==> src/rtl/fwft_fifo_pkg.sv <==
// Shared helpers and types for the fwft_fifo_flex family.
// Pointer wrap helper, statistics counter width and a debug status encoding.
package fwft_fifo_pkg;

    localparam int STAT_CNT_W = 16;

    typedef enum logic [1:0] {
        ST_EMPTY   = 2'd0,
        ST_PARTIAL = 2'd1,
        ST_FULL    = 2'd2
    } fifo_status_e;

    // Explicit wrap keeps pointers valid for depths that are not a power of two.
    function automatic int unsigned ptr_inc(input int unsigned ptr, input int unsigned depth);
        return (ptr == depth - 1) ? 0 : ptr + 1;
    endfunction

endpackage

==> src/rtl/fwft_fifo_flex_ram.sv <==
// Simple dual-port storage for fwft_fifo_flex: registered write, asynchronous read.
// The combinational read is what lets a freshly written head word fall through.
module fwft_fifo_flex_ram #(
    parameter int FIFO_WIDTH = 8,
    parameter int FIFO_DEPTH = 16
) (
    input  logic                          clk,
    input  logic                          wr_en,
    input  logic [$clog2(FIFO_DEPTH)-1:0] wr_addr,
    input  logic [FIFO_WIDTH-1:0]         wr_data,
    input  logic [$clog2(FIFO_DEPTH)-1:0] rd_addr,
    output logic [FIFO_WIDTH-1:0]         rd_data
);

    logic [FIFO_WIDTH-1:0] mem_q [FIFO_DEPTH];

    always_ff @(posedge clk) begin
        if (wr_en) begin
            mem_q[wr_addr] <= wr_data;
        end
    end

    assign rd_data = mem_q[rd_addr];

endmodule

==> src/rtl/fwft_fifo_flex.sv <==
// First-word-fall-through single-clock FIFO with any-integer depth, occupancy, flags and error pulses.
// Define FWFT_FIFO_FLEX_STATS_EN to add the max_used high-water mark and ovf_cnt outputs.
module fwft_fifo_flex
    import fwft_fifo_pkg::*;
#(
    parameter int FIFO_WIDTH = 8,
    parameter int FIFO_DEPTH = 16,
    parameter int FIFO_ADDR  = $clog2(FIFO_DEPTH),
    parameter int AFULL_LVL  = FIFO_DEPTH - 2,
    parameter int AEMPTY_LVL = 2
) (
    input  logic                  clk,
    input  logic                  rst,
    input  logic                  wr_en,
    input  logic [FIFO_WIDTH-1:0] din,
    input  logic                  rd_en,
    output logic [FIFO_WIDTH-1:0] dout,
    output logic                  full,
    output logic                  empty,
    input  logic                  flush,
    output logic [FIFO_ADDR:0]    used_words,
    output logic                  almost_full,
    output logic                  almost_empty,
    output logic                  overflow,
    output logic                  underflow
`ifdef FWFT_FIFO_FLEX_STATS_EN
    ,
    output logic [FIFO_ADDR:0]    max_used,
    output logic [STAT_CNT_W-1:0] ovf_cnt
`endif
);

    localparam int CW = FIFO_ADDR + 1;
    localparam logic [CW-1:0] DEPTH_C  = CW'(FIFO_DEPTH);
    localparam logic [CW-1:0] AFULL_C  = CW'(AFULL_LVL);
    localparam logic [CW-1:0] AEMPTY_C = CW'(AEMPTY_LVL);

    logic [FIFO_ADDR-1:0] wr_ptr_q, wr_ptr_d;
    logic [FIFO_ADDR-1:0] rd_ptr_q, rd_ptr_d;
    logic [CW-1:0]        used_q, used_d;
    logic                 full_q, full_d;
    logic                 empty_q, empty_d;
    logic                 afull_q, afull_d;
    logic                 aempty_q, aempty_d;
    logic                 ovf_q, ovf_d;
    logic                 unf_q, unf_d;
    logic                 wr_acc, rd_acc;

    // Flush suppresses both acceptance and the error pulses for that cycle.
    assign wr_acc = wr_en && !full_q && !flush;
    assign rd_acc = rd_en && !empty_q && !flush;

    always_comb begin
        wr_ptr_d = wr_ptr_q;
        rd_ptr_d = rd_ptr_q;
        used_d   = used_q;
        ovf_d    = wr_en && full_q && !flush;
        unf_d    = rd_en && empty_q && !flush;
        if (flush) begin
            wr_ptr_d = '0;
            rd_ptr_d = '0;
            used_d   = '0;
        end else begin
            if (wr_acc) begin
                wr_ptr_d = FIFO_ADDR'(ptr_inc(32'(wr_ptr_q), FIFO_DEPTH));
            end
            if (rd_acc) begin
                rd_ptr_d = FIFO_ADDR'(ptr_inc(32'(rd_ptr_q), FIFO_DEPTH));
            end
            case ({wr_acc, rd_acc})
                2'b10:   used_d = used_q + CW'(1);
                2'b01:   used_d = used_q - CW'(1);
                default: used_d = used_q;
            endcase
        end
        full_d   = (used_d == DEPTH_C);
        empty_d  = (used_d == '0);
        afull_d  = (used_d >= AFULL_C);
        aempty_d = (used_d <= AEMPTY_C);
    end

    always_ff @(posedge clk) begin
        if (rst) begin
            wr_ptr_q <= '0;
            rd_ptr_q <= '0;
            used_q   <= '0;
            full_q   <= 1'b0;
            empty_q  <= 1'b1;
            afull_q  <= 1'b0;
            aempty_q <= 1'b1;
            ovf_q    <= 1'b0;
            unf_q    <= 1'b0;
        end else begin
            wr_ptr_q <= wr_ptr_d;
            rd_ptr_q <= rd_ptr_d;
            used_q   <= used_d;
            full_q   <= full_d;
            empty_q  <= empty_d;
            afull_q  <= afull_d;
            aempty_q <= aempty_d;
            ovf_q    <= ovf_d;
            unf_q    <= unf_d;
        end
    end

    fwft_fifo_flex_ram #(
        .FIFO_WIDTH (FIFO_WIDTH),
        .FIFO_DEPTH (FIFO_DEPTH)
    ) u_ram (
        .clk     (clk),
        .wr_en   (wr_acc),
        .wr_addr (wr_ptr_q),
        .wr_data (din),
        .rd_addr (rd_ptr_q),
        .rd_data (dout)
    );

    assign full         = full_q;
    assign empty        = empty_q;
    assign used_words   = used_q;
    assign almost_full  = afull_q;
    assign almost_empty = aempty_q;
    assign overflow     = ovf_q;
    assign underflow    = unf_q;

`ifdef FWFT_FIFO_FLEX_STATS_EN
    logic [CW-1:0]         max_used_q, max_used_d;
    logic [STAT_CNT_W-1:0] ovf_cnt_q, ovf_cnt_d;

    // High-water mark survives flush; only reset clears it.
    always_comb begin
        max_used_d = (used_d > max_used_q) ? used_d : max_used_q;
        ovf_cnt_d  = ovf_cnt_q;
        if (ovf_d && (ovf_cnt_q != '1)) begin
            ovf_cnt_d = ovf_cnt_q + STAT_CNT_W'(1);
        end
    end

    always_ff @(posedge clk) begin
        if (rst) begin
            max_used_q <= '0;
            ovf_cnt_q  <= '0;
        end else begin
            max_used_q <= max_used_d;
            ovf_cnt_q  <= ovf_cnt_d;
        end
    end

    assign max_used = max_used_q;
    assign ovf_cnt  = ovf_cnt_q;
`endif

endmodule

==> config.mk <==
export PLATFORM = sky130hd
export DESIGN_NAME = fwft_fifo_flex
export DESIGN_NICKNAME = d
export VERILOG_FILES = /design/src/rtl/fwft_fifo_pkg.sv /design/src/rtl/fwft_fifo_flex_ram.sv /design/src/rtl/fwft_fifo_flex.sv
export SDC_FILE = /design/constraint.sdc
export NUM_CORES = 1
export LEC_CHECK = 0
export CORE_MARGIN = 3
export CORE_UTILIZATION = 45
export CTS_CLUSTER_SIZE = 20
export DETAILED_ROUTE_END_ITERATION = 10
export GPL_TIMING_DRIVEN = 0
export PLACE_DENSITY_LB_ADDON = 0.05
export SLEW_MARGIN = 5
export SYNTH_ARGS = -nofsm -noshare
export SYNTH_HDL_FRONTEND = slang
export SYNTH_SLANG_ARGS = --single-unit
==> constraint.sdc <==
create_clock -name clk -period 6.6 [get_ports clk]
set_clock_uncertainty 0.1 [all_clocks]
set_input_delay 1.65 -clock clk [delete_from_list [all_inputs] [get_ports clk]]
set_output_delay 1.65 -clock clk [all_outputs]
set_load 0.05 [all_outputs]
### Word-level counts from Yosys, hierarchy flattened

Memories as Yosys holds them, arrays and structs flattened. A register that Yosys moved wholly into a read port is not among the register bits.
Cells that the tools add are included.

* logic and storage cells: 42
* memories: 1
* register bits: 19
* memory bits (writable): 128
* input port bits: 13

* magnitude comparators: 2
* equal/unequal tests: 5
* mux-type cells: 8
* reductions and logical operators: 13
* $add $sub $neg: 4

Memories
* u_ram.mem_q: words 16, width 8, rd ports 1, clocked after Yosys merged registers in 1, wr ports 1, RTL line fwft_fifo_flex_ram.sv:15 `logic [FIFO_WIDTH-1:0] mem_q [FIFO_DEPTH];`

Operators by type and width (count)
* $mux W4: 4
* $pmux W5 S2: 1
* $add A4 B1 Y4 const B: 2
* $eq A4 B4 Y1 const B: 2
* $logic_and A1 B1 Y1: 8
* $add A5 B1 Y5 const B: 1
* $eq A5 B5 Y1 const B: 1
* $ge A5 B4 Y1 const B: 1
* $le A5 B2 Y1 const B: 1
* $logic_not A5 Y1: 1
* $mux W5: 1
* $sub A5 B1 Y5 const B: 1
* $logic_not A1 Y1: 3
* $eq A2 B1 Y1 const B: 1
* $eq A2 B2 Y1 const B: 1
* $mux W1: 2
* $reduce_or A2 Y1: 1

### Logic depth before layout (Yosys ltp)

* depth in word-level cells: 7
* mapped depth: 11
* depth with buffers taken out: 10

### By module

Synthesis repeated with hierarchy kept, for this count alone.

* cells, all modules: 333
* area total of the unflattened synthesis: 5987.0 um^2

By module, submodules not included
* fwft_fifo_flex_ram: instances 1, cells an instance 221, area each 4987.3 um^2
* fwft_fifo_flex: instances 1, cells an instance 112, area each 999.7 um^2

### Worst setup path after synthesis

OpenSTA, ideal clock, no wires.

* kind: input-to-reg
* start: input wr_en
* end: register aempty_q, in the netlist almost_empty
* data required time: 6384 ps
* slack: 2462 ps
* stages on the path: 11
* arrival time: 3922 ps
* cells stage by stage: nor3b_2 -> inv_1 -> ha_1 -> buf_2 -> xor2_1 -> ha_1 -> a21oi_2 -> nor2b_1 -> or4_4 -> a21o_1 -> a41o_1

* word-level cells in the longest chain between the ends: 6
* elaborated cells on any way between the ends: 7
* classes of those cells: order compare (1); eq/ne (2); mux (2); reduce/logical (2)

Ends and longest elaborated chain
* start, declared: RTL line fwft_fifo_flex.sv:14 `input logic wr_en,`
* $logic_and A1 B1 Y1 * (2 in a row): RTL line fwft_fifo_flex.sv:50 `assign wr_acc = wr_en && !full_q && !flush;`
* $eq A2 B1 Y1 or $eq A2 B2 Y1 (tied branches): RTL line fwft_fifo_flex.sv:70 `case ({wr_acc, rd_acc})`
* $pmux W5 S2 *: RTL line fwft_fifo_flex.sv:70
* $mux W5 *: RTL line fwft_fifo_flex.sv:59 `if (flush) begin`
* $le A5 B2 Y1 *: RTL line fwft_fifo_flex.sv:79 `aempty_d = (used_d <= AEMPTY_C);`
* end signal, assigned: RTL line fwft_fifo_flex.sv:100 `aempty_q <= aempty_d;`
* end, declared: RTL line fwft_fifo_flex.sv:44 `logic aempty_q, aempty_d;`

Mark *: on every way between the ends. The rest lies on a longest branch, timed or not.
A chain may end at the register's enable or synchronous reset.

==> summary.txt <==
Run status
  – Outcome: complete, no violations

Global routing
  – Largest net degree at the start of global routing: 17
  – First-pass GRT wire length: 18.6 mm
  – Vias in the first global route: roughly 3100
  – Initial antenna violation count: 0
  – Total track usage: 0.179
  – GR Overflow Total: 0

CTS
  – CTS Sinks: 151
  – Cts bufs inserted: 17
  – CTS Hold Bufs: 0
  – Worst skew pair latency: 0.41 ns
  – Clk buf depth: 2
  – Setup Buffers After CTS: 0
  – Register clock-pin slew on the reported worst setup and hold paths: 0.06 ns
  – CTS resizes: 0
  – CTS tree: built
  – CTS H-tree depth: 4
  – Root Driver: clkbuf_16

Yosys
  – Top area cells in the synthesized netlist: edfxtp_1 64%, mux4_2 15%, dfxtp_1 7.6%
  – Most used flip-flop cell after synthesis: edfxtp_1
  – Most frequent cells after synthesis: 128 x edfxtp_1, 40 x mux4_2, 30 x nor2_1
  – #FFs+latches synth: roughly 150
  – Post-synthesis cell area: 0.00604 sq mm
  – Mean post-synth cell area: 18.8 sq um
  – Syn_nets: around 340
  – Post-Synthesis Cells: 321
  – Cell with the most instances after synthesis: edfxtp_1
  – EDFF count, synth: between 100 and 150
  – Warnings, synthesis: 0
  – Post-synth top area share: 0.637
  – Post-synthesis sequential area ratio: 0.713
  – FFs w/ async S/R, synth: 0
  – Synth cell types: 42
  – Area leader, netlist: edfxtp_1

Worst setup path
  – Critical-path cell list: buf_1 > mux4_2 > mux4_2 > clkdlybuf4s50_1
  – Worst Path Required: 4.85 ns
  – Critical path's slowest cell: clkdlybuf4s50_1
  – CP startpoint kind: register
  – WS Path Type: reg -> out
  – Worst EP arrival: 3.08 ns
  – Highest cell delay on the worst timing path: just over 0.7 ns
  – Critical path peak fanout: 10
  – Most Frequent Cell on Critical Path: mux4_2
  – Top delay family on crit path: buffers and inverters
  – Crit end category: output port
  – CP bufs+invs: 2

Layout
  – Ant. Diodes: 0
  – Post-layout util: 0.558
  – Synth-to-layout area growth: 19.0%
  – Nets@finish: 393
  – Share of cells above drive strength 1: 0.223

STA
  – Fin. Hold Viols: 0
  – Period minus WS final: 4.83 ns
  – Worst-Margin Slew: 0.900 ns
  – Final period utilization: 0.733
  – Max Fclk: 0.207 GHz
  – Unrepaired setup endpoints after global routing: false
  – Fin. max-slew vios: 0
  – Worst Setup Slack, final: 1.77 ns
  – Setup TNS: 0 ns
  – Final hold slack: 0.400 ns
  – Final setup violation count: 0
  – Worst relative slew slack: 0.397

Die
  – Chip width: 122 um
  – Die H: between 100 and 150 um
  – Initial cell density of the core: 0.469
  – DIE AREA: about 0.015 sq mm
  – # rows: 41
  – Top Ports: 32
  – Core area: 0.0129 sq mm

Detailed routing
  – Drt first pass iters: 4
  – Initial DRC Count: 288
  – Post-DR wirelength/cell: 21.9 um
  – DR DRC count: 0
  – Vias per inst: 5.51
  – Vias: between 3000 and 4000
  – Antenna Nets Post-Route: 0
  – Drt total wl: 12.2 mm

Placed design
  – RePlAce Congestion: about 0.80
  – I/O Buffers: 31
  – Place WS: 1.61 ns
  – Post-DP HPWL: 7.91 mm

Power and ir drop
  – Switching Fraction: 0.191
  – Peak VDD IR: ~0.00016 V
  – P per Cell Area: around 290 mW/mm^2
  – Combinational power share: 0.032
  – Leak Pwr: 2.28 nW
  – Psw: 0.000398 W
  – Pint: 0.00169 W
  – Reg power frac: 0.498
  – Clock network power share: 0.470

Flow run
  – MaxCap Viol Count: 0

Hold path
  – Worst Hold Class: reg -> reg
final timing paths:
check            from            to  slack [ns]  depth (start not counted)
max reg2reg      full  almost_empty        3.49                         11
min reg2reg     empty     underflow        0.40                          1
max          register       dout[2]        1.77                          4
min             empty     underflow        0.40                          1
routing by layer:
layer / up-vias / global-route usage / wire, um
li1: 1389 / - / -
met1: 1608 / 0.243 / 5510
met2: 60 / 0.289 / 6240
met3: 11 / 0.0446 / 356
met4: 0 / 0.0546 / 110
met5: - / 0 / 0
power groups by stage:
stage          Sequential, W  Combinational [W]  Clock [W]
3_5_place_dp         0.00106          0.0000669          0
3_3_place_gp         0.00106          0.0000650          0
6_report             0.00104          0.0000661   0.000982
4_1_cts              0.00104          0.0000671   0.000995
5_1_grt              0.00104          0.0000711    0.00104
2_1_floorplan        0.00106          0.0000301          0
final cells by class:
class                      instances  area (sq um)
multi-input combinational        149          1640
fill                            1026          5690
timing repair buffer              32           318
inverter                           3          11.3
clock inverter                    11           155
sequential                       151          4300
buffer                            18           101
clock buffer                      21           440
tap                              172           215
sequential cells by signal (all words and copies together) (netlist names), named ones only:
| name | count |
|---|---|
| almost_empty | 1 |
| almost_full | 1 |
| empty | 1 |
| full | 1 |
| overflow | 1 |
| rd_ptr_q | 4 |
| u_ram.mem_q | 128 |
| underflow | 1 |
| used_words | 5 |
| wr_ptr_q | 4 |
placed cells by master (no fill, tap or decap), drive strengths merged, types with 4 or more instances in the layout:
| cell | instances |
|---|---|
| xor2 | 5 |
| ha | 8 |
| mux4 | 40 |
| clkbuf | 27 |
| edfxtp | 128 |
| nor2 | 30 |
| a31oi | 4 |
| clkdlybuf4s50 | 31 |
| dfxtp | 23 |
| nand2b | 4 |
| bufinv | 4 |
| nor3 | 5 |
| buf | 13 |
| a21oi | 9 |
| nand2 | 11 |
| clkinv | 6 |
stage by stage:
| step | instances | area [sq um] | total power [W] |
|---|---|---|---|
| floorplan | 321 | 6040 | 0.00109 |
| global placement | 524 | 6560 | 0.00112 |
| detailed placement | 525 | 6590 | 0.00113 |
| CTS | 557 | 7180 | 0.00210 |
| global route | 557 | 7180 | 0.00215 |
| finish | 557 | 7180 | 0.00209 |
cell families after synthesis:
group                      after synthesis  share of synthesized area
AOI/OAI and AO/OA                       26                     0.0332
adders and majority gates                8                     0.0166
buffers and inverters                   21                     0.0187
and+or+nand+nor                         67                     0.0570
xor gates and xnor gates                 5                    0.00726
DFF                                    151                      0.713
muxes                                   43                      0.154
(Power assumes the default switching activity.)
==> edit (same flow settings) <==
`FIFO_WIDTH` is set to 8 in 2 places; all go to 10.
--- a/src/rtl/fwft_fifo_flex_ram.sv
+++ b/src/rtl/fwft_fifo_flex_ram.sv
@@ -1,7 +1,7 @@
 // Simple dual-port storage for fwft_fifo_flex: registered write, asynchronous read.
 // The combinational read is what lets a freshly written head word fall through.
 module fwft_fifo_flex_ram #(
-    parameter int FIFO_WIDTH = 8,
+    parameter int FIFO_WIDTH = 10,
     parameter int FIFO_DEPTH = 16
 ) (
     input  logic                          clk,
--- a/src/rtl/fwft_fifo_flex.sv
+++ b/src/rtl/fwft_fifo_flex.sv
@@ -3,7 +3,7 @@
 module fwft_fifo_flex
     import fwft_fifo_pkg::*;
 #(
-    parameter int FIFO_WIDTH = 8,
+    parameter int FIFO_WIDTH = 10,
     parameter int FIFO_DEPTH = 16,
     parameter int FIFO_ADDR  = $clog2(FIFO_DEPTH),
     parameter int AFULL_LVL  = FIFO_DEPTH - 2,
Ports: changed (resized din and dout); port bits go from 32 to 36. The function was not compared with the original's and may differ.
==> edit against the unedited design <==
Clock power decreased by 1%. Area after synthesis up 19%. Combinational power is 22% higher. Non-clock buffer count is 7 higher. Worst setup slack got worse by 0.16 ns. Cell area up 17%. Total power rose by 11%. Final cell count up 16%. Sequential cell count grew 32. Critical path depth stayed put. Utilization shrank 1.1 points. Routed wire length up 24%. Global-route usage increased by 0.24 points. Highest routed layer unchanged.
==> edit: results (changes against the unedited design) <==
| Quantity | Value | Delta |
| --- | --- | --- |
| Status | finished, final reports clean |  |
| Worst path max stage delay | 0.74 ns | +0.02 ns |
| P_leak | 2.637 nW | +16% |
| Yosys warning total | 0 | unchanged |
| Worst hold slack after final layout | 0.4034 ns | +0.003745 ns |
| Count of buffers inserted at the top-level ports | 35 | +13% |
| Via count of the first global-routing pass | 3707 | +19% |
| Termination of the worst setup path | dout[5] |  |
| Number of max-capacitance violations reported | 0 | unchanged |
| Iter 0 DRT Violations | 302 | +4.9% |
| Detailed placer's ending HPWL | 9.746 mm | +23% |
| Mux contribution to synthesized area | 0.1607 | +0.006467 |
| Mapped Nets | 386 | +13% |
| Xor/xnor cell area share of the yosys netlist | 0.009565 | +0.002310 |
| Worst setup SP type | flip-flop |  |
| Compound-Gate Fraction of Synth Area | 0.02748 | -0.005689 |
| Post-detailed-route wirelength per cell | 23.45 um | +6.9% |
| Number of flip-flops in the largest register | 160 | +25% |
| Seq/Total Area, Yosys | 0.7318 | +0.01872 |
| Most numerous cell types in the synthesized netlist | 160 x sky130_fd_sc_hd__edfxtp_1, 50 x sky130_fd_sc_hd__mux4_2, 28 x sky130_fd_sc_hd__nor2_1 |  |
| Share of final-layout standard cells stronger than drive strength 1 | 0.2258 | +0.002430 |
| First-pass detailed-route iteration total | 4 | unchanged |
| Top area cells in the synthesized netlist | sky130_fd_sc_hd__edfxtp_1 67%, sky130_fd_sc_hd__mux4_2 16%, sky130_fd_sc_hd__dfxtp_1 6.4% |  |
| First-pass GRT wire length | 22.76 mm | +22% |
| Count of cells resized by post-cts repair | 0 | unchanged |
| FF-to-FF End | full$_SDFF_PP0_ |  |
| IR drop worst, VDD | 198.8 uV | +23% |
| Worst reg-to-reg path cell count | 11 | unchanged |
| R2R Setup Slk | 3.48 ns | about the same |
| Clock latency on the worst-skew pair | 0.42 ns |  |
| NetSw | 466.9 uW | +17% |
| Max clock buf depth | 2 | unchanged |
| Worst hold stages | 1 | unchanged |
| Worst-margin pin slew | 1.219 ns | +0.3187 ns |
| CTS H-Tree Depth | 4 | unchanged |
| Final GP Congestion | 0.7600 | -5.0% |
| Number of vias after detailed routing | 3600 | +17% |
| Number of distinct library cells after synthesis | 43 | +2.4% |
| Synth Register Bits | 183 | +21% |
| Gr usage total | 0.1816 | +0.002400 |
| Adder and majority cell fraction of the synthesized area | 0.01391 | -0.002671 |
| Start of the worst register-to-register path | full$_SDFF_PP0_ |  |
| Number of enable flip-flop cells after synthesis | 160 | +25% |
| Final nets | 444 | +13% |
| Antenna violations before repair | 1 | +1 |
| Pin count of the biggest net entering global routing | 17 | unchanged |
| Number of filler instances in the final layout | 1240 | +21% |
## edit: kinds of logic after synthesis
| group | Yosys count |
|---|---|
| adders and majority gates | 8 |
| DFF | 183 |
| buffers and inverters | 23 |
| and+or+nand+nor | 63 |
| muxes | 53 |
| xor gates and xnor gates | 7 |
| AOI/OAI and AO/OA | 26 |
## edit: critical path, delay by kind of cell, from the launching register on
family	cells	cell delay, ns
buf+inv	2	1.47
mux	2	0.93
flops	1	0.40
## edit: cell type report
class / instances / area [um2] / share of cell area
Clock buffer: 19 / 432.9 / 0.05130
Tap cell: 211 / 264.0 / 0.03129
Multi-Input combinational cell: 157 / 1849 / 0.2192
Sequential cell: 183 / 5265 / 0.6240
Clock inverter: 13 / 131.4 / 0.01557
Buffer: 18 / 81.33 / 0.009638
Inverter: 5 / 18.77 / 0.002224
Timing Repair Buffer: 39 / 395.4 / 0.04686
## edit: layer usage
| metal | vias up | share of wire | GRT usage | wire length (um) |
|---|---|---|---|---|
| met5 | - | 0 | 0 | 0 |
| met4 | 0 | 0.030 | 0.08256 | 454 |
| met3 | 28 | 0.041 | 0.03726 | 618 |
| met2 | 91 | 0.46 | 0.2691 | 6974 |
| met1 | 1890 | 0.47 | 0.2626 | 7075 |
| li1 | 1591 | - | - | - |
## edit: metrics by stage
step / total power, mW / instance area, um2 / std cells / setup WS [ns] / util
final: 2.313 / 8438 / 645 / 1.609 / 0.5470
after detailed placement: 1.371 / 7874 / 613 / 1.654 / 0.5104
after floorplan: 1.330 / 7194 / 363 / 2.586 / -
after global routing: 2.386 / 8438 / 645 / 1.533 / 0.5470
after global placement: 1.368 / 7809 / 609 / 1.371 / 0.5062
after CTS: 2.329 / 8438 / 645 / 1.633 / 0.5470
## edit: how the worst min path moves through the flow
stage                        startpoint                   end
2_1_floorplan  rd_ptr_q[3]$_SDFFE_PP0N_             flip-flop
3_3_place_gp           empty$_SDFF_PP1_  underflow$_SDFF_PP0_
3_5_place_dp           empty$_SDFF_PP1_  underflow$_SDFF_PP0_
4_1_cts                empty$_SDFF_PP1_  underflow$_SDFF_PP0_
5_1_grt                empty$_SDFF_PP1_  underflow$_SDFF_PP0_
6_report               empty$_SDFF_PP1_  underflow$_SDFF_PP0_
## edit: power by group through the flow
stage | clock network [mW] | registers (mW) | logic, mW
after floorplan | 0 | 1.29 | 0.0359
after global placement | 0 | 1.29 | 0.0783
after detailed placement | 0 | 1.29 | 0.0814
after CTS | 0.983 | 1.26 | 0.0816
after global routing | 1.03 | 1.26 | 0.0867
final | 0.968 | 1.26 | 0.0806
